===== src/rtl/mdu_hilo_ctrl.sv =====
// mdu_hilo_ctrl: shift-add multiply sequencer and HI/LO pair for MULTU/MADDU/MFHI/MFLO.
// Optional build macro MDU_EARLY_TERM_EN: leave RUN once the remaining multiplier bits are all zero.
module mdu_hilo_ctrl #(
    parameter int WIDTH = 32,
    parameter int BPC   = 1
) (
    input  logic             clk,
    input  logic             rst,
    input  logic             start_multu,
    input  logic             start_maddu,
    input  logic [WIDTH-1:0] rs_val,
    input  logic [WIDTH-1:0] rt_val,
    input  logic             rd_hi_req,
    input  logic             rd_lo_req,
    input  logic             flush,
    output logic             stall,
    output logic             busy,
    output logic             done,
    output logic [WIDTH-1:0] rd_data,
    output logic [WIDTH-1:0] hi,
    output logic [WIDTH-1:0] lo
);
    localparam int STEPS = WIDTH / BPC;
    localparam int CW    = $clog2(STEPS + 1);
    localparam int PW    = 2 * WIDTH;

    typedef enum logic [1:0] {
        S_IDLE = 2'd0,
        S_RUN  = 2'd1,
        S_WB   = 2'd2
    } state_t;

    state_t           state_r;
    logic             busy_r;
    logic             done_r;
    logic             op_madd_r;
    logic [PW-1:0]    mcand_r;
    logic [PW-1:0]    acc_r;
    logic [WIDTH-1:0] mplier_r;
    logic [WIDTH-1:0] hi_r;
    logic [WIDTH-1:0] lo_r;
    logic [CW-1:0]    count_r;

    logic [PW-1:0]    acc_next_s;
    logic [PW-1:0]    commit_s;
    logic [WIDTH-1:0] mplier_next_s;
    logic [CW-1:0]    count_next_s;
    logic             last_s;
    logic             start_s;

    // Sum of the multiplicand copies selected by the low BPC multiplier bits
    function automatic logic [PW-1:0] partial_product(input logic [PW-1:0] a,
                                                      input logic [BPC-1:0] b);
        logic [PW-1:0] sum;
        sum = {PW{1'b0}};
        for (int i = 0; i < BPC; i++) begin
            if (b[i]) sum = sum + (a << i);
            else      sum = sum;
        end
        return sum;
    endfunction

    // One RUN step of the datapath and the value HI/LO takes at commit
    always_comb begin
        acc_next_s    = acc_r + partial_product(mcand_r, mplier_r[BPC-1:0]);
        mplier_next_s = mplier_r >> BPC;
        count_next_s  = count_r - CW'(1'b1);
`ifdef MDU_EARLY_TERM_EN
        last_s = (count_next_s == {CW{1'b0}}) || (mplier_next_s == {WIDTH{1'b0}});
`else
        last_s = (count_next_s == {CW{1'b0}});
`endif
        if (op_madd_r) commit_s = {hi_r, lo_r} + acc_r;
        else           commit_s = acc_r;
    end

    assign start_s = start_multu | start_maddu;

    // Sequencer: IDLE latches operands, RUN shifts and accumulates, WB commits HI/LO
    always_ff @(posedge clk or negedge rst) begin
        if (!rst) begin
            state_r   <= S_IDLE;
            busy_r    <= 1'b0;
            done_r    <= 1'b0;
            op_madd_r <= 1'b0;
            mcand_r   <= {PW{1'b0}};
            acc_r     <= {PW{1'b0}};
            mplier_r  <= {WIDTH{1'b0}};
            hi_r      <= {WIDTH{1'b0}};
            lo_r      <= {WIDTH{1'b0}};
            count_r   <= {CW{1'b0}};
        end else begin
            done_r <= 1'b0;
            case (state_r)
                S_IDLE: begin
                    if (!flush && start_s) begin
                        mcand_r   <= {{WIDTH{1'b0}}, rs_val};
                        mplier_r  <= rt_val;
                        op_madd_r <= start_maddu;
                        acc_r     <= {PW{1'b0}};
                        count_r   <= CW'(STEPS);
                        state_r   <= S_RUN;
                        busy_r    <= 1'b1;
                    end
                end
                S_RUN: begin
                    if (flush) begin
                        acc_r   <= {PW{1'b0}};
                        count_r <= {CW{1'b0}};
                        state_r <= S_IDLE;
                        busy_r  <= 1'b0;
                    end else begin
                        acc_r    <= acc_next_s;
                        mcand_r  <= mcand_r << BPC;
                        mplier_r <= mplier_next_s;
                        count_r  <= count_next_s;
                        if (last_s) state_r <= S_WB;
                    end
                end
                // flush is deliberately not honoured here: the commit is architectural
                S_WB: begin
                    {hi_r, lo_r} <= commit_s;
                    acc_r        <= {PW{1'b0}};
                    count_r      <= {CW{1'b0}};
                    done_r       <= 1'b1;
                    state_r      <= S_IDLE;
                    busy_r       <= 1'b0;
                end
                default: begin
                    state_r <= S_IDLE;
                    busy_r  <= 1'b0;
                end
            endcase
        end
    end

    assign stall   = busy_r & (rd_hi_req | rd_lo_req | start_s);
    assign busy    = busy_r;
    assign done    = done_r;
    assign hi      = hi_r;
    assign lo      = lo_r;
    assign rd_data = rd_hi_req ? hi_r : lo_r;

endmodule


===== config.mk =====
export PLATFORM = sky130hd
export DESIGN_NAME = mdu_hilo_ctrl
export DESIGN_NICKNAME = d
export VERILOG_FILES = /design/src/rtl/mdu_hilo_ctrl.sv
export SDC_FILE = /design/constraint.sdc
export NUM_CORES = 1
export LEC_CHECK = 0
export CELL_PAD_IN_SITES_DETAIL_PLACEMENT = 0
export CELL_PAD_IN_SITES_GLOBAL_PLACEMENT = 1
export CORE_MARGIN = 5
export CORE_UTILIZATION = 45
export CTS_CLUSTER_SIZE = 16
export DETAILED_ROUTE_END_ITERATION = 10
export PLACE_DENSITY_LB_ADDON = 0.1
export SLEW_MARGIN = 20
export SYNTH_ARGS = -nofsm -noshare
export SYNTH_HDL_FRONTEND = slang
export SYNTH_SLANG_ARGS = --single-unit

===== constraint.sdc =====
create_clock -name clk -period 4.45 [get_ports clk]
set_clock_uncertainty 0.05 [all_clocks]
set_input_delay 0.445 -clock clk [delete_from_list [all_inputs] [get_ports clk]]
set_output_delay 0.445 -clock clk [all_outputs]
set_load 0.02 [all_outputs]

==> results.md, run 1 <==
- Final WL: 56400 um
- Most frequent cell after synthesis: nand2_1
- Reg2reg path depth: 14
- Clk buf depth: 3
- Std-Cell Rows: 74
- Biggest cell delay along the critical path: 430 ps
- CTS tree: done
- Global-route wire length before repair: 88900 um
- RR Startpoint: mplier_r[0]
- Final setup fails: 0
- TritonRoute pass-1 iters: 5
- Max-cap violation count: 0
- Synth Net Count: 2383
- Worst slew pin tran: 912 ps
- Yosys warns: 0
- EDFF count, synth: 0
- RePlAce Congestion: 0.954
- RSZ-0062 raised after global routing: no
- CP max FO: 34
- Layout net count: 2479
- CP Class: reg2reg
- Detailed-route via count: 16422
- Setup_tns: 0 ps
- Slew Limit Fails: 0
- Worst-path cell chain: buf_4, buf_4, and2_1, ha_1, a211oi_1, o21ai_0, a211oi_1, o21bai_1, o311ai_2, o21ai_0, a21oi_1, o21ai_0, xnor2_1, o21ai_0
- Initial Util: 45.2%
- Antenna violations before repair: 1
- Clock Latency Late Sink: 560 ps
- Yosys top cell area share: 32.1%
- Root Driver: clkbuf_16
- FF-to-FF setup slack: 480 ps
- Worst path most repeated cell: o21ai_0
- Io pins: 170
- Worst Path Buf+Inv: 2
- Average cell area after synthesis: 8.41 um2
- Synth cell types: 85
- Tcrit/Tclk final: 89.2%
- Die H: 212 um
- Power per cell area: 454 nW/um2
- CP Capture Type: flip-flop
- Die width: 212 um
- Top cells by area, synth: dfrtp_1 32%, ha_1 9.0%, nand2_1 6.0%
- Gr ovfl total: 0
- Htree depth: 1
- Pleak: 10.0 nW
- Post-DR vias/cell: 5.82
- Post-DRT Antenna Nets: 0
- Crit path launch: mplier_r[0]
- Clock sinks: 235
- Status: completed
- Family with the most delay on the worst path: compound AO/OA/AOI/OAI gates
- Largest net degree at the start of global routing: 98
- Core footprint: 40600 um2
- Final hold violations: 0
- FF+latch count, synth: 235
- DP HPWL: 44000 um
- # diodes: 0
- Peak VDD IR: 0.325 mV
- Routed wire length per instance: 20.0 um
- Crit path DAT: 4330 ps
- Core Util, Final: 52.4%
- Clock-pin slew on the worst setup and hold paths: 60 ps
- Total track usage: 24.6%
- Synth Flop Type: dfrtp_1
- Slew margin rel.: 39.2%
- Crit path time final: 3970 ps
- Port Buffer Count: 169
- Most frequent cells after synthesis: 291 x nand2_1, 235 x dfrtp_1, 207 x o21ai_0
- Max Fclk: 252 MHz
- Sequential share of the synthesized area: 32.1%
- Cell count after synthesis: 2178
- # DRC: 0
- Hold/Removal Path Class: in2async
- Die Area: 44800 um2
- Layout area overhead: 15.9%
- Number of global-route vias before repair: 15896
- Crit-path slowest cell: o311ai_2
- Synthesized area: 18300 um2
- Layout cells sized above 1: 6.42%
- CP Launch Type: flip-flop
- Initial drt markers: 1089
- Critical Path RT: 4810 ps
- Async set or reset register ratio after synthesis: 100%
- Dominant cell type by area after synthesis: dfrtp_1
- R2R Path End: acc_r[53]
- Cts bufs inserted: 29
layer usage:
layer | GRT usage (%) | up-vias | part of all wire (%)
met3 | 3.94 | 93 | 5.9
met4 | 7.24 | 0 | 3.4
met1 | 36.6 | 7787 | 49
met2 | 37.0 | 465 | 42
met5 | 0 | - | 0
li1 | - | 8077 | -
per-stage QoR:
stage / area [um2] / power (mW) / std cells / setup slack [ps] / hold WS [ps]
final: 21200 / 9.65 / 2823 / 483 / 398
after detailed placement: 20300 / 7.39 / 2774 / 487 / 415
after CTS: 21200 / 9.74 / 2823 / 462 / 366
after global routing: 21200 / 10.3 / 2823 / 41.5 / 400
after floorplan: 18300 / 5.97 / 2178 / 838 / 99.4
after global placement: 20300 / 7.32 / 2774 / 563 / 409
power breakdown:
group | switching, mW | total (mW) | internal [mW]
Sequential | 0.613 | 3.25 | 2.64
Clock | 0.950 | 2.31 | 1.36
Combinational | 2.45 | 4.09 | 1.65
Total | 4.01 | 9.65 | 5.64
cell type report:
cell class | count | area, um2
multi-input combinational | 1768 | 11700
clock buffer | 39 | 833
timing repair buffer | 202 | 1950
fill | 3877 | 19300
clock inverter | 9 | 83.8
inverter | 38 | 143
tap | 532 | 666
sequential | 235 | 5880
timing repair:
| action | CTS | global route |
|---|---|---|
| hold buffers | 1 | 0 |
| endpoints found under the hold margin | 76 | 0 |
| resized for setup | 0 | 0 |
| buffers inserted | 0 | 0 |
state kept, by name, summed over array words and instances (netlist names):
name       count
acc_r         64
busy           1
count_r        6
done           1
hi            32
lo            32
mcand_r       64
mplier_r      32
op_madd_r      1
state_r        2
worst register-to-register path, stage by stage (launching register included):
cell,delay (ps)
dfrtp_1,390
buf_4,200
buf_4,230
and2_1,190
ha_1,390
a211oi_1,340
o21ai_0,140
a211oi_1,330
o21bai_1,140
o311ai_2,430
o21ai_0,300
a21oi_1,310
o21ai_0,140
xnor2_1,150
o21ai_0,80
cell usage in the layout, fill, tap and decap left out, types with 38 or more instances in the layout:
| cell | n |
|---|---|
| nor2_1 | 121 |
| xnor2_1 | 64 |
| o21ai_0 | 206 |
| nand2_1 | 291 |
| nand3_1 | 62 |
| ha_1 | 130 |
| xor2_1 | 48 |
| a21oi_1 | 192 |
| mux2i_1 | 102 |
| clkdlybuf4s50_1 | 167 |
| dfrtp_1 | 234 |
| nand4_1 | 38 |
| and2_1 | 72 |
| a21o_1 | 70 |
| inv_1 | 38 |
worst max path at each step:
stage | to | cells after the start
3_5_place_dp | acc_r[53] | 14
5_1_grt | acc_r[53] | 14
3_3_place_gp | acc_r[53] | 14
2_1_floorplan | acc_r[62] | 16
6_report | acc_r[53] | 14
4_1_cts | acc_r[53] | 14
logic make-up after synthesis:
| logic type | count (synthesis) | synth area share, % |
|---|---|---|
| xor gates and xnor gates | 112 | 5.35 |
| DFF | 235 | 32.1 |
| adders and majority gates | 134 | 9.23 |
| buffers and inverters | 175 | 4.40 |
| muxes | 134 | 7.54 |
| AOI/OAI and AO/OA | 683 | 23.2 |
| and+or+nand+nor | 705 | 18.2 |
No activity file was read; power rests on OpenSTA's default activity.
==> run 2, diff against run 1 <==
--- a/config.mk
+++ b/config.mk
@@ -5,10 +5,11 @@
 export SDC_FILE = /design/constraint.sdc
 export NUM_CORES = 1
 export LEC_CHECK = 0
+export ABC_AREA = 1
 export CELL_PAD_IN_SITES_DETAIL_PLACEMENT = 0
 export CELL_PAD_IN_SITES_GLOBAL_PLACEMENT = 1
 export CORE_MARGIN = 5
-export CORE_UTILIZATION = 45
+export CORE_UTILIZATION = 42
 export CTS_CLUSTER_SIZE = 16
 export DETAILED_ROUTE_END_ITERATION = 10
 export PLACE_DENSITY_LB_ADDON = 0.1
==> run 2 against run 1 <==
  * Via count up 40%
  * Worst hold slack lost 46 ps
  * Flip-flop and latch count did not move
  * Combinational power increased by 110%
  * Utilization fell by 3.7 points
  * Critical path type unchanged
  * Largest cell class unchanged
==> results.md, run 2 <==
- Final setup fails: 0 (unchanged)
- Initial drt markers: 1764 (was 1089)
- Largest net degree at the start of global routing: 99 (was 98)
- TritonRoute pass-1 iters: 6 (was 5)
- Max-cap violation count: 0 (unchanged)
- RSZ-0062 raised after global routing: no (unchanged)
- FF+latch count, synth: 235 (unchanged)
- RePlAce Congestion: 0.951 (was 0.954)
- Synthesized area: 22100 um2 (was 18300 um2)
- Crit path DAT: 3720 ps (was 4330 ps)
- Initial Util: 42.1% (was 45.2%)
- # diodes: 0 (unchanged)
- Largest regs: acc_r x64, mcand_r x64 (unchanged)
- Switching Fraction: 51.2% (was 41.5%)
- Post-DR vias/cell: 4.98 (was 5.82)
- Synth Net Count: 3981 (was 2383)
- Final WL: 84400 um (was 56400 um)
- Worst-path cell chain: nand2_1, inv_1, ha_1, inv_1, fa_1, inv_1, nand2_1, o21ai_2, nand2_1, nand2_1, nand2_1, nand2_1, nand2_1, nand2_2, nand2_1, nand2_1, nand2_1, nand3_1, nand2_1 (was buf_4, buf_4, and2_1, ha_1, a211oi_1, o21ai_0, a211oi_1, o21bai_1, o311ai_2, o21ai_0, a21oi_1, o21ai_0, xnor2_1, o21ai_0)
- Most frequent cells after synthesis: 1436 x nand2_1, 706 x inv_1, 339 x nor2_1 (was 291 x nand2_1, 235 x dfrtp_1, 207 x o21ai_0)
- CP Launch Type: flip-flop (unchanged)
- Slew margin rel.: 32.4% (was 39.2%)
- Yosys top cell area share: 26.7% (was 32.1%)
- FF-to-FF setup slack: 1180 ps (was 480 ps)
- Net Sw Power: 7.78 mW (was 4.01 mW)
- EDFF count, synth: 0 (unchanged)
- Hold_sp: rt_val[24]
- Yosys warns: 0 (unchanged)
- CP Class: reg2reg (unchanged)
- Clk buf depth: 3 (unchanged)
- DP HPWL: 68800 um (was 44000 um)
- Clock Latency Late Sink: 630 ps (was 560 ps)
- Crit-path slowest cell: dfrtp_2 (was o311ai_2)
- Layout net count: 4113 (was 2479)
- Postcts setup bufs: 0 (unchanged)
- Gate power share: 56.2% (was 42.4%)
- Total internal power: 7.40 mW (was 5.64 mW)
- Post-Layout Cell Count: 4618 (was 2823)
- Port Buffer Count: 169 (unchanged)
- Clock-pin slew on the worst setup and hold paths: 60 ps (about the same)
- Max Fclk: 305 MHz (was 252 MHz)
- Number of global-route vias before repair: 21704 (was 15896)
- Detailed-route via count: 23014 (was 16422)
- Crit path time final: 3270 ps (was 3970 ps)
- Gr ovfl total: 0 (unchanged)
- Die H: 239 um (was 212 um)
- Io pins: 170 (unchanged)
- Top cells by area, synth: dfrtp_1 27%, nand2_1 24%, inv_1 12% (was dfrtp_1 32%, ha_1 9.0%, nand2_1 6.0%)
- Die width: 239 um (was 212 um)
- Global-route wire length before repair: 127000 um (was 88900 um)
- CP Capture Type: flip-flop (unchanged)
- Worst slack at placement: 1190 ps (was 487 ps)
- Final hold violations: 0 (unchanged)
- Worst slew pin tran: 1010 ps (was 912 ps)
- Peak VDD IR: 0.494 mV (was 0.325 mV)
- Root Driver: clkbuf_16 (unchanged)
- Layout cells sized above 1: 4.17% (was 6.42%)
- Area after DPL: 24400 um2 (was 20300 um2)
- Setup_tns: 0 ps (unchanged)
- Biggest cell delay along the critical path: 910 ps (was 430 ps)
- Post-DRT Antenna Nets: 0 (unchanged)
- Slew Limit Fails: 0 (unchanged)
- Layout area overhead: 15.4% (was 15.9%)
- CTS tree: done (unchanged)
- Std-Cell Rows: 84 (was 74)
- Most frequent cell after synthesis: nand2_1 (unchanged)
- Antenna violations before repair: 0 (was 1)
- Average cell area after synthesis: 5.84 um2 (was 8.41 um2)
- Tcrit/Tclk final: 73.6% (was 89.2%)
- Cts bufs inserted: 31 (was 29)
- Crit path launch: mplier_r[0] (unchanged)
- # DRC: 0 (unchanged)
- Dominant cell type by area after synthesis: dfrtp_1 (unchanged)
- Routed wire length per instance: 18.3 um (was 20.0 um)
- CP max FO: 45 (was 34)
- Commonest non-fill, non-tap cells in the layout: 1436 x nand2_1, 705 x inv_1, 339 x nor2_1 (was 291 x nand2_1, 234 x dfrtp_1, 206 x o21ai_0)
- Total track usage: 28.8% (was 24.6%)
- Cell count after synthesis: 3776 (was 2178)
- Worst path most repeated cell: nand2_1 (was o21ai_0)
- Core footprint: 52300 um2 (was 40600 um2)
- Clock sinks: 235 (unchanged)
- Flop pwr share: 26.4% (was 33.7%)
- Final worst slack: 1180 ps (was 483 ps)
- Status: completed (unchanged)
- Synth Flop Type: dfrtp_1 (unchanged)
- Placed Cells: 4562 (was 2774)
- Async set or reset register ratio after synthesis: 100% (unchanged)
- Cts hold-fix bufs: 1 (unchanged)
- Pleak: 14.2 nW (was 10.0 nW)
- Power per cell area: 596 nW/um2 (was 454 nW/um2)
- RR Startpoint: mplier_r[0] (unchanged)
- Finished Cell Area: 25500 um2 (was 21200 um2)
- Hold/Removal Path Class: in2reg (was in2async)
- Most common cell after layout, fill and taps aside: nand2_1 (unchanged)
- Critical Path RT: 4890 ps (was 4810 ps)
- Clock Power Share: 17.4% (was 23.9%)
- Die Area: 57200 um2 (was 44800 um2)
- Synth cell types: 45 (was 85)
- Htree depth: 1 (unchanged)
- Post-cts resize count: 0 (unchanged)
- Sequential share of the synthesized area: 26.7% (was 32.1%)
-- run 2: cell type report --
class | instances | area, um2
repair buffers | 192 | 1900
multi-input cells | 2727 | 13100
well taps | 688 | 861
inverters | 721 | 2710
clock inverters | 14 | 176
clock buffers | 41 | 873
fillers | 5761 | 26900
flip-flops and latches | 235 | 5880
-- run 2: worst paths after layout --
path / end / cells after the start
max: acc_r[62] / 19
min in group asynchronous: mplier_r[28] / 2
min: mplier_r[24] / 3
max reg2reg: acc_r[62] / 19
max in group asynchronous: acc_r[55] / 3
min reg2reg: mcand_r[63] / 2
-- run 2: cells by family (layout without fill, tap and decap cells) --
family | count (synthesis) | in the layout | synth area share, %
xor gates and xnor gates | 38 | 38 | 1.51
buffers and inverters | 814 | 968 | 14.3
adders and majority gates | 134 | 134 | 7.67
AOI/OAI and AO/OA | 472 | 472 | 11.5
muxes | 1 | 1 | 0.0510
DFF | 235 | 235 | 26.7
and+or+nand+nor | 2082 | 2082 | 38.3
-- run 2: layer usage --
metal / vias up / track usage [%] / wire length [um]
met5: - / 0 / 0
met4: 0 / 7.92 / 2810
met3: 116 / 4.33 / 5500
met2: 616 / 45.1 / 36500
met1: 10406 / 41.6 / 39600
li1: 11876 / - / -
-- run 2: critical path: cells and delay by family (launching register included) --
kind / cells / cell delay (ps)
and+or+nand+nor: 13 / 1150
adders and majority gates: 2 / 570
DFF: 1 / 910
buffers and inverters: 3 / 240
AOI/OAI and AO/OA: 1 / 230
-- run 2: power groups by stage --
stage | logic [mW] | clock network (mW) | registers [mW]
6_report | 8.53 | 2.64 | 4.02
5_1_grt | 9.48 | 2.77 | 4.09
4_1_cts | 8.49 | 2.69 | 4.00
3_5_place_dp | 8.46 | 0 | 4.03
3_3_place_gp | 8.44 | 0 | 4.03
2_1_floorplan | 5.58 | 0 | 3.75
-- run 2: metrics by stage --
step / utilization (%) / power [mW] / hold slack [ps]
after global routing: 48.6 / 16.3 / 347
after CTS: 48.6 / 15.2 / 327
after floorplan: - / 9.33 / 99.4
after detailed placement: 46.6 / 12.5 / 466
final: 48.6 / 15.2 / 352
after global placement: 46.6 / 12.5 / 459
==> run 3, diff against run 2 <==
==> constraint.sdc (replaced) <==
create_clock -name clk -period 3.1 [get_ports clk]
set_clock_uncertainty 0.05 [all_clocks]
set_input_delay 0.31 -clock clk [delete_from_list [all_inputs] [get_ports clk]]
set_output_delay 0.31 -clock clk [all_outputs]
set_load 0.02 [all_outputs]
==> run 3 against run 2 <==
  * Count of clock-buffer cells in the layout decreased by 4
  * Maximum frequency increased by 12%
  * Global-route usage increased by 0.35 points
  * Sequential share of layout area decreased by 0.22 points
  * Register-to-register slack got worse by 990 ps
  * Utilization increased by 0.46 points
  * Combinational power increased by 48%
  * Cell count increased by 0.28%
  * Total power increased by 46%
  * Setup slack got worse by 990 ps
  * Via count increased by 0.53%
  * Critical path type unchanged
  * Largest cell class unchanged
  * Largest power group unchanged
==> results.md, run 3 (synthesized netlist as in run 2, its figures left out) <==
- Status: completed (unchanged)
- Design Power: 22.2 mW (was 15.2 mW)
- Finished Cell Area: 25700 um2 (was 25500 um2)
- Crit-path slowest cell: dfrtp_2 (unchanged)
- Worst-path cell chain: nand2_1, inv_1, ha_1, inv_1, fa_1, inv_1, nand2_1, o21ai_4, nand3_1, nand3b_1, nand2_1, nand2_1, nand2_1, nand2_1, nand2_1, nand3_1, nand2_1 (was nand2_1, inv_1, ha_1, inv_1, fa_1, inv_1, nand2_1, o21ai_2, nand2_1, nand2_1, nand2_1, nand2_1, nand2_1, nand2_2, nand2_1, nand2_1, nand2_1, nand3_1, nand2_1)
- Tcrit/Tclk final: 94.0% (was 73.6%)
- Initial Util: 42.1% (unchanged)
- Initial drt markers: 1681 (was 1764)
- Std-Cell Rows: 84 (unchanged)
- Crit path time final: 2910 ps (was 3270 ps)
- Routed wire length per instance: 18.3 um (about the same)
- Crit path DAT: 3360 ps (was 3720 ps)
- Total track usage: 29.1% (was 28.8%)
- Clock sinks: 235 (unchanged)
- CTS tree: done (unchanged)
- Most common cell after layout, fill and taps aside: nand2_1 (unchanged)
- Final hold violations: 0 (unchanged)
- RSZ-0062 raised after global routing: no (unchanged)
- Number of global-route vias before repair: 22022 (was 21704)
- Post-Layout Cell Count: 4631 (was 4618)
- Detailed-route via count: 23137 (was 23014)
- Max Fclk: 343 MHz (was 305 MHz)
- Setup_tns: 0 ps (unchanged)
- Biggest cell delay along the critical path: 440 ps (was 910 ps)
- Global-route wire length before repair: 129000 um (was 127000 um)
- CP Capture Type: flip-flop (unchanged)
- Area after DPL: 24600 um2 (was 24400 um2)
- Slew margin rel.: 45.2% (was 32.4%)
- Die width: 239 um (unchanged)
- Peak VDD IR: 0.671 mV (was 0.494 mV)
- # diodes: 0 (unchanged)
- Root Driver: clkbuf_16 (unchanged)
- Pleak: 14.4 nW (was 14.2 nW)
- Core footprint: 52300 um2 (unchanged)
- Power per cell area: 863 nW/um2 (was 596 nW/um2)
- Layout area overhead: 16.5% (was 15.4%)
- Largest regs: acc_r x64, mcand_r x64 (unchanged)
- Port Buffer Count: 169 (unchanged)
- CP max FO: 7 (was 45)
- RePlAce Congestion: 0.970 (was 0.951)
- CP Class: reg2reg (unchanged)
- Io pins: 170 (unchanged)
- CP Launch Type: flip-flop (unchanged)
- Slew Limit Fails: 0 (unchanged)
- Max-cap violation count: 0 (unchanged)
- Hold/Removal Path Class: in2async (was in2reg)
- Die Area: 57200 um2 (unchanged)
- Clock Latency Late Sink: 610 ps (was 630 ps)
- Fillers: 5723 (was 5761)
- Placed Cells: 4575 (was 4562)
- Worst slew pin tran: 822 ps (was 1010 ps)
- Final WL: 84800 um (was 84400 um)
- Largest net degree at the start of global routing: 98 (was 99)
- Worst Path Buf+Inv: 3 (unchanged)
- # DRC: 0 (unchanged)
- Htree depth: 1 (unchanged)
- Clk buf depth: 3 (unchanged)
- Die H: 239 um (unchanged)
- Final setup fails: 0 (unchanged)
- Commonest non-fill, non-tap cells in the layout: 1436 x nand2_1, 705 x inv_1, 339 x nor2_1 (unchanged)
- FF-to-FF setup slack: 190 ps (was 1180 ps)
- Cts bufs inserted: 30 (was 31)
- Family with the most delay on the worst path: simple AND/OR/NAND/NOR gates (unchanged)
- Layout cells sized above 1: 4.51% (was 4.17%)
- TritonRoute pass-1 iters: 5 (was 6)
- Post-DR vias/cell: 5.00 (was 4.98)
- Gr ovfl total: 0 (unchanged)
- Post-DRT Antenna Nets: 0 (unchanged)
- Clock-pin slew on the worst setup and hold paths: 70 ps (was 60 ps)
- Layout net count: 4127 (was 4113)
- Antenna violations before repair: 2 (was 0)
- DP HPWL: 70100 um (was 68800 um)
- Multi-input gate area: 13100 um2 (about the same)
- Area occupied by registers: 5880 um2 (unchanged)
- Critical Path RT: 3550 ps (was 4890 ps)
- Worst path most repeated cell: nand2_1 (unchanged)
-- run 3: cell count changes in the layout (fill, tap and decap cells not counted), moves of 2 or more --
cell        delta
buf_12         +6
buf_4          +9
bufinv_16      +4
clkbuf_8       -2
clkinv_2       -2
clkinvlp_4     +2
-- run 3: what timing repair did --
action / in CTS / in global routing
gates resized for setup: 0 / 1
hold buffers: 1 / 0
hold endpoints to repair: 78 / 0
buffers inserted: 0 / 2
setup endpoints to repair: 0 / 3
-- run 3: final cells by class --
cell class / count / share of cell area [%]
Multi-Input combinational cell: 2727 / 50.8
Sequential cell: 235 / 22.9
Inverter: 721 / 10.5
Timing Repair Buffer: 207 / 8.14
Tap cell: 688 / 3.35
Clock buffer: 37 / 3.18
Clock inverter: 16 / 1.09
-- run 3: per-stage QoR --
step	util, %	hold slack (ps)	setup WS, ps
final	49.1	227	185
after global routing	49.1	229	20.4
after CTS	49.1	202	167
after detailed placement	46.9	303	180
after global placement	46.9	307	201
after floorplan	-	-35.6	353
-- run 3: path summary, 6_finish.rpt --
check	from	endpoint	cells past startpoint
min	rst	mplier_r[28]	2
min reg2reg	acc_r[63]	acc_r[63]	2
min in group clk	rt_val[5]	mplier_r[5]	3
max in group asynchronous	rst	hi[31]	3
max reg2reg	mplier_r[0]	acc_r[44]	17
max	mplier_r[0]	acc_r[44]	17
-- run 3: per-layer routing --
metal	wire [um]	up-vias	global-route usage, %	part of all wire, %
met5	13	-	0	0.015
met2	36500	676	45.2	43
met4	3320	2	9.55	3.9
met3	5430	147	4.03	6.4
met1	39600	10427	42.1	47
li1	-	11885	-	-
-- run 3: report_power, final --
part | internal [mW] | switching, mW | total [mW]
Sequential | 4.17 | 1.43 | 5.60
Clock | 2.44 | 1.54 | 3.98
Combinational | 4.40 | 8.20 | 12.6
Total | 11.0 | 11.2 | 22.2
-- run 3: worst register-to-register path, stage by stage, from the launching register on --
cell and delay, ps:
dfrtp_2 440, nand2_1 90, inv_1 170, ha_1 260, inv_1 80, fa_1 410, inv_1 90, nand2_1 100
o21ai_4 200, nand3_1 100, nand3b_1 200, nand2_1 90, nand2_1 180, nand2_1 110, nand2_1 70, nand2_1 40
nand3_1 90, nand2_1 60
